$ cat src/rtl/mips_pkg.sv
// mips_pkg -- shared constants and types for the fetch-side PC logic.
//   PC_W             : program counter width
//   RESET_PC_DEFAULT : default boot address loaded on reset
//   PC_INC4/PC_INC8  : sequential-fetch and link-value increments
//   pc_state_e       : redirect buffer state (IDLE = empty, PENDING = valid)
package mips_pkg;

  localparam int unsigned PC_W = 32;

  localparam logic [PC_W-1:0] RESET_PC_DEFAULT = 32'h0000_3000;
  localparam logic [PC_W-1:0] PC_INC4          = 32'd4;
  localparam logic [PC_W-1:0] PC_INC8          = 32'd8;

  typedef enum logic {
    PC_IDLE    = 1'b0,
    PC_PENDING = 1'b1
  } pc_state_e;

endpackage : mips_pkg

$ cat src/rtl/pc_incr.sv
// pc_incr -- constant adder producing the two PC-relative values the
// pipeline needs. Both sums wrap modulo 2^PC_W.
// Ports:
//   pc_i       : current PC
//   pc_plus4_o : pc + 4 (next sequential fetch)
//   pc_plus8_o : pc + 8 (jal/jalr link value, skips the delay slot)
module pc_incr
  import mips_pkg::*;
(
  input  logic [PC_W-1:0] pc_i,
  output logic [PC_W-1:0] pc_plus4_o,
  output logic [PC_W-1:0] pc_plus8_o
);

  // Carry out of bit PC_W-1 is dropped on purpose: the address space wraps.
  assign pc_plus4_o = pc_i + PC_INC4;
  assign pc_plus8_o = pc_i + PC_INC8;

endmodule : pc_incr

$ cat src/rtl/pc_unit.sv
// pc_unit -- program counter with stall hold and a one-entry redirect buffer.
// A redirect that arrives while the pipeline is stalled is remembered and
// applied on the first unstalled cycle; a live redirect on that cycle wins.
// Ports:
//   clk              : clock, all state changes on rising edge
//   reset            : synchronous active-high reset
//   stall            : hold the PC this cycle
//   redirect_valid   : redirect_target is a branch/jump target this cycle
//   redirect_target  : next fetch address when redirect_valid=1
//   pc               : current fetch address (registered)
//   pc_plus4         : pc + 4 (combinational)
//   pc_plus8         : pc + 8 (combinational, link value)
//   redirect_pending : a buffered redirect awaits stall release
//   misalign_err     : one-cycle pulse after a target with bits [1:0] != 0
//                      was applied
// Configuration:
//   PC_ALIGN_CHECK_EN : when defined, applied targets are forced word
//                       aligned and misalign_err reports the event; when
//                       undefined, targets load unmodified and misalign_err=0.
module pc_unit
  import mips_pkg::*;
#(
  parameter logic [PC_W-1:0] RESET_PC = RESET_PC_DEFAULT
) (
  input  logic            clk,
  input  logic            reset,
  input  logic            stall,
  input  logic            redirect_valid,
  input  logic [PC_W-1:0] redirect_target,
  output logic [PC_W-1:0] pc,
  output logic [PC_W-1:0] pc_plus4,
  output logic [PC_W-1:0] pc_plus8,
  output logic            redirect_pending,
  output logic            misalign_err
);

  pc_state_e       state_q;
  logic [PC_W-1:0] pc_q;
  logic [PC_W-1:0] buf_q;

  logic            apply_d;       // a target (live or buffered) loads this edge
  logic [PC_W-1:0] tgt_raw_d;     // target as presented
  logic [PC_W-1:0] tgt_applied_d; // target after optional alignment

  pc_incr u_pc_incr (
    .pc_i       (pc_q),
    .pc_plus4_o (pc_plus4),
    .pc_plus8_o (pc_plus8)
  );

  // Target selection: the live redirect has priority over the buffer.
  // NOTE: every output gets a default first so no path leaves a latch.
  always_comb begin
    apply_d   = 1'b0;
    tgt_raw_d = buf_q;
    if (!stall) begin
      if (redirect_valid) begin
        apply_d   = 1'b1;
        tgt_raw_d = redirect_target;
      end else if (state_q == PC_PENDING) begin
        apply_d = 1'b1;
      end
    end
  end

`ifdef PC_ALIGN_CHECK_EN
  logic misalign_q;
  logic misalign_d;

  assign tgt_applied_d = {tgt_raw_d[PC_W-1:2], 2'b00};
  assign misalign_d    = apply_d & (|tgt_raw_d[1:0]);
  assign misalign_err  = misalign_q;
`else
  assign tgt_applied_d = tgt_raw_d;
  assign misalign_err  = 1'b0;
`endif

  // Buffer FSM and PC register. Reset wins over stall and redirect, which
  // also discards any redirect buffered during a stall.
  // NOTE: sequential state uses non-blocking assignments only.
  always_ff @(posedge clk) begin
    if (reset) begin
      pc_q    <= RESET_PC;
      buf_q   <= '0;
      state_q <= PC_IDLE;
`ifdef PC_ALIGN_CHECK_EN
      misalign_q <= 1'b0;
`endif
    end else begin
`ifdef PC_ALIGN_CHECK_EN
      misalign_q <= misalign_d;
`endif
      if (stall) begin
        // Later redirects within one stall overwrite the earlier one.
        if (redirect_valid) begin
          buf_q   <= redirect_target;
          state_q <= PC_PENDING;
        end
      end else begin
        pc_q    <= apply_d ? tgt_applied_d : pc_plus4;
        buf_q   <= '0;
        state_q <= PC_IDLE;
      end
    end
  end

  assign pc               = pc_q;
  assign redirect_pending = (state_q == PC_PENDING);

endmodule : pc_unit
$ cat config.mk
export PLATFORM = sky130hd
export DESIGN_NAME = pc_unit
export DESIGN_NICKNAME = d
export VERILOG_FILES = /design/src/rtl/mips_pkg.sv /design/src/rtl/pc_incr.sv /design/src/rtl/pc_unit.sv
export SDC_FILE = /design/constraint.sdc
export NUM_CORES = 1
export LEC_CHECK = 0
export BUFFER_PORTS_ARGS = -buffer_cell sky130_fd_sc_hd__buf_2
export CORE_ASPECT_RATIO = 1.1
export CORE_UTILIZATION = 35
export CTS_CLUSTER_DIAMETER = 30
export DETAILED_ROUTE_END_ITERATION = 10
export GPL_TIMING_DRIVEN = 0
export HOLD_SLACK_MARGIN = 0.05
export PLACE_DENSITY = 0.61
export SLEW_MARGIN = 10
export SYNTH_ARGS = -nofsm -noshare
export SYNTH_HDL_FRONTEND = slang
export SYNTH_SLANG_ARGS = --single-unit
$ cat constraint.sdc
create_clock -name clk -period 3 [get_ports clk]
set_clock_uncertainty 0.15 [all_clocks]
set_input_delay 0.6 -clock clk [delete_from_list [all_inputs] [get_ports clk]]
set_output_delay 0.6 -clock clk [all_outputs]
set_load 0.01 [all_outputs]
Word level (Yosys, flattened, before mapping)
Cells that the tools add are included.

Bits in registers: 65. Output and inout bits: 98. Logic and storage cells: 12.

Add/subtract/negate cells: 2. Multiplexer cells: 5. Bitwise gates (word level): 1. Reduce and logical (&&, ||, !) cells: 1.

Operator list (count): 32-bit two-way mux (2); 32-bit by 3-bit adder with 32-bit output (second input constant) (1); 32-bit by 4-bit adder with 32-bit output (second input constant) (1); 1-bit two-way mux (3); 2-bit OR reduction (1); 1-bit inverter (1).

Logic depth before layout (Yosys ltp)
Gate-level depths: netlist (run 1).

Depth after elaboration: 4. Depth in mapped cells: 7. Gate-level depth less buffers: 5.

Hierarchy
From an unflattened synthesis (run 1), not the netlist that was laid out.

Cell total of the unflattened synthesis: 436. Area, all modules: 4145.2 µm².

By module, submodules not included: pc_unit (times used 1, cells each 259, area each 2949.1 µm²); pc_incr (times used 1, cells each 177, area each 1196.1 µm²).

Least setup slack after synthesis (run 1)
Ideal clock, no wire load.

Path type: register to output. From: reg pc_q[2] (netlist: pc[2]). To: out pc_plus4[24]. Arrival: 1.969 ns. Data required time: 2.250 ns. Slack: 0.281 ns. Cell stages (with the launch flop): 7. Path buffers: 1. Cells stage by stage: dfxtp_1 -> ha_1 -> nand4_1 -> or4_4 -> buf_2 -> nor3_1 -> xor2_1.

Word-level cells in the longest chain between the ends: 1.

Ends and longest elaborated chain: from (decl) (line pc_unit.sv:38) `logic [PC_W-1:0] pc_q;`; from (signal assigned) (line pc_unit.sv:100) `pc_q <= apply_d ? tgt_applied_d : pc_plus4;`; 32-bit by 3-bit adder with 32-bit output (line pc_incr.sv:16) `assign pc_plus4_o = pc_i + PC_INC4;`; to (decl) (line pc_unit.sv:31) `output logic [PC_W-1:0] pc_plus4,`.

No other way between the ends.

Final worst setup path (run 1)
From: reg pc_q[8] (netlist: pc[8]). To: out pc_plus4[20].

The elaborated chain is that of the path after synthesis.

==> reports/results.ini, run 1 <==
[run_status]
outcome = finished, violations left
violations = negative setup slack

[placed_design]
post_dp_cell_area_um2 = 5310
dp_worst_setup_slack_ps = -635
globalplace.congestion = 0.900
place_hpwl_um = 12300
placedCellCount = 857
portBuffers = 130

[power_and_ir_drop]
power-per-cell-area_nw_per_um2 = 414
power.static_leakage_nw = 2.68
worst_ir_drop_on_vdd_mv = 0.253
finalPower_mw = 2.53

[route]
drt_wl_total_um = 17300
drt-pass1-iter-count = 5
routed_wire_length_per_instance_um = 19.3
drc = 0
drt_first_iter_violations = 370
num_vias = 5151
ant_nets = 0
vias_per_cell = 5.74

[synth]
synth_async_sr_flop_share_pct = 0
synthTopCellsByArea = sky130_fd_sc_hd__dfxtp_1 29%, sky130_fd_sc_hd__xnor2_1 8.0%, sky130_fd_sc_hd__mux2i_1 6.7%
synthesis.area_per_instance_um2 = 7.79
synth-warning-count = 0
gate_count_of_the_mapped_netlist = 573
synth_largest_type_area_fraction_pct = 29.1
post_synth_most_frequent_cells = 65 x sky130_fd_sc_hd__dfxtp_1, 63 x sky130_fd_sc_hd__nor2_1, 41 x sky130_fd_sc_hd__nand2_1, 41 x sky130_fd_sc_hd__xnor2_1, 30 x sky130_fd_sc_hd__mux2i_1
syn_area_um2 = 4460
yosys_most_used_dff = sky130_fd_sc_hd__dfxtp_1
ys_ff_latch = 65
share_of_synthesized_area_occupied_by_flip_flops_and_latches_pct = 29.1
synth_largest_area_cell = sky130_fd_sc_hd__dfxtp_1
synth_enable_flop_cells = 0
synth_unique_cells = 63
synthesis.nets = 612
dominant_cell_by_count_in_the_synthesized_netlist = sky130_fd_sc_hd__dfxtp_1

[layout]
drive_gt1_share_pct = 33.8
final_net_count = 778
finalNonFillerCells = 897
final_util_pct = 50.0
finalInstanceArea_um2 = 6120
area_delta_synth_final_pct = 37.0
fill_cells = 1233
num_antenna_cells = 0

[clock_tree]
tritoncts.num_buffers = 9
clock_tree.root_cell = sky130_fd_sc_hd__clkbuf_16
cts.path.max_buffers = 2
clock_insertion_delay_at_the_later_pin_of_the_skew_report_ps = 340
cts_tree = yes
cts-htree-levels = 3
clkTransAtPathRegs_ps = 60
cts_num_sinks = 65

[timing]
report.final.hold_viol_count = 0
timing.final.crit_share_pct = 101
final.setup.tns_ps = -42.9
holdWs_ps = 328
final_max_slew_viol_count = 0
setup_slack_ps = -42.9
clock_period_minus_worst_slack_ps = 3040
max_slew_margin_pct = 48.4
tightestPinTransition_ps = 772
max_clock_freq_mhz = 329
grt_setup_unrepaired = yes
finalSetupViolCount = 1

[critical_path]
critical_path.top_delay_family = simple AND/OR/NAND/NOR gates
critPathMaxFanout = 10
criticalPathCategory = reg2out
endpoint_kind = output port
timing.critical_path.slowest_cell_delay_ps = 590
required_ps = 2250
worst_setup_path_start_kind = flip-flop
critical_path.slowest_cell = sky130_fd_sc_hd__or4_4
path_common_cell = sky130_fd_sc_hd__buf_6
worstPathBufferInverterCount = 3
crit_cells = 7
worst-endpoint-arrival_ps = 2290
cp_cell_sequence = buf_6 -> nand4_4 -> or4_4 -> buf_6 -> or3_4 -> nand2_2 -> buf_2
timing.reg2reg.worst_path_depth = 7

[floorplanning]
io_pins = 134
floorplan_die_area_um2 = 13200
initial_core_util_pct = 36.5
die_x_um = 110
core_um2 = 12200
dieHeight_um = 120
std_cell_rows = 42

[global_routing]
grt_use_total_pct = 26.0
antenna_found_initial = 0
grt_start_max_net_pins = 13
grt_first_pass_wirelength_um = 25600
grt.overflow.total = 0
via_count_of_the_first_global_routing_pass = 4846

[min_path]
timing.hold.worst_path_depth = 2
min-delay-path-class = reg2reg

[job]
max_cap_viol_count = 0

[worst register-to-register path, delay by kind of cell, from the launching register on]
| family | cells | cell delay [ps] |
|---|---|---|
| AO/OA/AOI/OAI | 3 | 360 |
| AND/OR/NAND/NOR | 1 | 240 |
| flip-flops | 1 | 380 |
| buffers and inverters | 3 | 1440 |
[timing repair]
item	CTS	global route
gates resized for setup	42	31
pin swaps	6	7
endpoints found under the setup margin	36	31
hold buffers	0	0
buffers inserted	15	11
[path summary, 6_finish.rpt]
path,end,slack (ps),startpoint
hold reg to reg,buf_q[18],330,buf_q[18]
setup / recovery,pc_plus4[20],-40,pc[8]
hold / removal,buf_q[18],330,buf_q[18]
setup reg to reg,pc[9],280,redirect_pending
[per-layer routing]
metal	routed length, um	vias to the layer above	GRT usage [%]
met1	6820	2405	31.7
li1	-	2390	-
met5	0	-	0
met4	716	0	13.3
met2	8160	311	42.8
met3	1570	45	5.34
[registers in the layout, summed over array words and instances, names as in the netlist]
name and count:
buf_q 32, redirect_pending 1, pc 32
[cell usage in the layout (no fill, tap or decap), types with 7 or more instances in the layout]
cell type,count
sky130_fd_sc_hd__xor2_1,12
sky130_fd_sc_hd__buf_2,142
sky130_fd_sc_hd__mux2i_1,30
sky130_fd_sc_hd__a21oi_1,24
sky130_fd_sc_hd__nor2_1,61
sky130_fd_sc_hd__buf_4,32
sky130_fd_sc_hd__nand4_1,21
sky130_fd_sc_hd__o21ai_0,16
sky130_fd_sc_hd__or4_1,7
sky130_fd_sc_hd__xnor2_1,38
sky130_fd_sc_hd__dfxtp_1,59
sky130_fd_sc_hd__buf_6,8
sky130_fd_sc_hd__clkbuf_1,22
sky130_fd_sc_hd__clkbuf_16,9
sky130_fd_sc_hd__a22oi_1,9
sky130_fd_sc_hd__inv_1,20
sky130_fd_sc_hd__nand3_1,19
sky130_fd_sc_hd__nand2_1,36
sky130_fd_sc_hd__nor4_1,9
sky130_fd_sc_hd__nor3_1,12
[power breakdown]
part,switching [mW],total [mW],internal (mW),leakage [nW]
clock,0.434,1.08,0.642,0.138
sequential,0.0341,0.938,0.904,0.534
combinational,0.315,0.521,0.207,2.01
[logic make-up (layout without fill, tap and decap cells)]
kind of cell    after synthesis  in the layout  share of synthesized area (%)
xor+xnor                     54             54                           10.6
buf+inv                      83            253                           8.52
mux                          30             30                           6.73
other cells                   1              1                         0.0840
simple gates                235            235                           28.3
fa+ha+maj                     3              3                          0.841
compound gates              102            102                           15.8
flops                        65             65                           29.1
[cell type report]
class	instances	area, um^2	share of cell area [%]
multi-input cells	425	3020	49.3
flip-flops and latches	65	1310	21.5
repair buffers	156	866	14.2
plain buffers	60	354	5.79
clock buffers	9	225	3.68
well taps	154	193	3.15
inverters	22	82.6	1.35
clock inverters	6	67.6	1.10
Power figures use the tool's default switching activity.
==> run 2: changes to the inputs <==
--- a/config.mk
+++ b/config.mk
@@ -13,6 +13,7 @@
 export GPL_TIMING_DRIVEN = 0
 export HOLD_SLACK_MARGIN = 0.05
 export PLACE_DENSITY = 0.61
+export SETUP_SLACK_MARGIN = 0.5
 export SLEW_MARGIN = 10
 export SYNTH_ARGS = -nofsm -noshare
 export SYNTH_HDL_FRONTEND = slang
==> run 2 against run 1 <==
The flow now finishes without violations. Sequential power about the same. Register-to-register slack better by 430 ps. Sequential share of layout area is 2.8 points lower. Sequential cell count unchanged. Core utilization increased by 8.7 points. Wire length is 10% higher. First-iteration DRC count increased by 37%. Hold slack better by 1.8 ps. Clock power is 6% higher. Via count grew 6.4%. Maximum frequency grew 2.4%. Critical path type unchanged. Largest power group unchanged. Highest routed layer unchanged.
==> reports/results.ini, run 2 (synthesis gave the netlist of run 1 again) <==
[global_routing]
grt_start_max_net_pins = 15
via_count_of_the_first_global_routing_pass = 5230
grt.overflow.total = 0
grt_use_total_pct = 28.7
antenna_found_initial = 0
grt_first_pass_wirelength_um = 28400

[floorplanning]
initial_core_util_pct = 36.5
core_um2 = 12200
floorplan_die_area_um2 = 13200
dieHeight_um = 120
io_pins = 134
die_x_um = 110
std_cell_rows = 42

[timing]
max_slew_margin_pct = 45.6
timing.final.crit_share_pct = 99.0
grt_setup_unrepaired = yes
report.final.hold_viol_count = 0
final.setup.tns_ps = 0
max_clock_freq_mhz = 337
clock_period_minus_worst_slack_ps = 2970
final_max_slew_viol_count = 0
finalSetupViolCount = 0
tightestPinTransition_ps = 816

[critical_path]
cp_cell_sequence = buf_6 -> nand4_4 -> or4_4 -> buf_6 -> or3_1 -> nand2_1 -> buf_2
worst_setup_path_start_kind = flip-flop
worst-r2r-setup-slack_ps = 710
timing.rr.start = redirect_pending
required_ps = 2250
criticalPathCategory = reg2out
timing.rr.end = pc[11]
critPathMaxFanout = 5
endpoint_kind = output port
timing.reg2reg.worst_path_depth = 6
critical_path.slowest_cell = sky130_fd_sc_hd__or4_4
worst-endpoint-arrival_ps = 2220
critical_path.top_delay_family = simple AND/OR/NAND/NOR gates
worstPathBufferInverterCount = 3
path_common_cell = sky130_fd_sc_hd__buf_6
timing.critical_path.slowest_cell_delay_ps = 580

[route]
drt_wl_total_um = 19100
drt_first_iter_violations = 507
routed_wire_length_per_instance_um = 19.7
drc = 0
num_vias = 5483
drt-pass1-iter-count = 5
ant_nets = 0
vias_per_cell = 5.68

[placed_design]
place_hpwl_um = 12500
globalplace.congestion = 0.916
placedCellCount = 857
post_dp_cell_area_um2 = 5370
portBuffers = 130

[layout]
final_net_count = 846
finalNonFillerCells = 966
final_util_pct = 58.7
area_delta_synth_final_pct = 61.0
num_antenna_cells = 0
finalInstanceArea_um2 = 7190
drive_gt1_share_pct = 46.6
most-common-layout-cells = 137 x sky130_fd_sc_hd__buf_2, 81 x sky130_fd_sc_hd__buf_4, 56 x sky130_fd_sc_hd__nor2_1
fill_cells = 1101
final_common_cell = sky130_fd_sc_hd__buf_2

[job]
max_cap_viol_count = 0

[min_path]
min-delay-path-class = reg2reg
min-delay-start = buf_q[18]
hold_end = buf_q[18]
timing.hold.worst_path_depth = 2

[clock_tree]
cts_num_sinks = 65
cts_hold_buf = 0
cts.path.max_buffers = 2
tritoncts.num_buffers = 9
cts_tree = yes
clkTransAtPathRegs_ps = 60
cts-htree-levels = 3
clock_tree.root_cell = sky130_fd_sc_hd__clkbuf_16
clock_insertion_delay_at_the_later_pin_of_the_skew_report_ps = 350

[power_and_ir_drop]
finalPower_mw = 2.67
power.static_leakage_nw = 3.42
worst_ir_drop_on_vdd_mv = 0.251
power-per-cell-area_nw_per_um2 = 371

[run_status]
outcome = completed

==> run 2: cell types whose count changed in the layout (fill, tap and decap cells not counted), sizes merged <==
cell / before / now
buf: 188 / 259
clkbuf: 37 / 33
inv: 21 / 24
bufbuf: 0 / 1
clkinv: 4 / 3
clkinvlp: 2 / 1
==> run 2: layout make-up <==
| class | instances | area (um^2) | share of cell area, % |
|---|---|---|---|
| inverter | 22 | 82.6 | 1.15 |
| clock inverter | 7 | 86.3 | 1.20 |
| tap | 154 | 193 | 2.68 |
| sequential | 65 | 1340 | 18.7 |
| timing repair buffer | 223 | 1470 | 20.5 |
| clock buffer | 9 | 225 | 3.13 |
| buffer | 61 | 445 | 6.20 |
| multi-input combinational | 425 | 3340 | 46.5 |
==> run 2: timing repair <==
action / 4_1_cts / 5_1_grt
cloned: 1 / 0
resized for setup: 119 / 67
pin swaps: 34 / 39
setup endpoints to repair: 60 / 54
setup buffers: 55 / 37
==> run 2: worst max-delay path by stage <==
stage,start,to,cells past startpoint
2_1_floorplan,pc[5],pc_plus8[22],5
3_3_place_gp,pc[2],pc_plus4[22],7
3_5_place_dp,pc[2],pc_plus4[22],7
4_1_cts,pc[3],pc_plus4[18],7
5_1_grt,pc[11],pc_plus4[20],7
6_report,pc[10],pc_plus4[20],7
==> run 2: per-stage QoR <==
stage               hold slack, ps  worst slack, ps
CTS                            328            0.212
detailed placement             318             -261
floorplan                      300              465
global route                   365            -5.56
global placement               308             -241
finish                         330             28.9
==> run 2: power by group <==
part	internal [mW]	switching, mW
Combinational	0.249	0.337
Clock	0.663	0.479
Sequential	0.902	0.0355
Total	1.81	0.851
==> run 2: worst reg2reg max path, stage by stage, from the launching register on <==
cell and delay, ps:
sky130_fd_sc_hd__dfxtp_1 350, sky130_fd_sc_hd__clkbuf_2 260, sky130_fd_sc_hd__nor2_1 350, sky130_fd_sc_hd__clkbuf_1 460, sky130_fd_sc_hd__o21ai_0 180, sky130_fd_sc_hd__a21bo_2 240
sky130_fd_sc_hd__a21oi_1 200
==> run 2: routing by layer <==
| metal | wire [um] | GRT usage [%] | up-vias |
|---|---|---|---|
| met2 | 8870 | 45.7 | 319 |
| li1 | - | - | 2536 |
| met5 | 0 | 0 | - |
| met1 | 7790 | 36.5 | 2571 |
| met3 | 1510 | 5.77 | 57 |
| met4 | 887 | 14.5 | 0 |
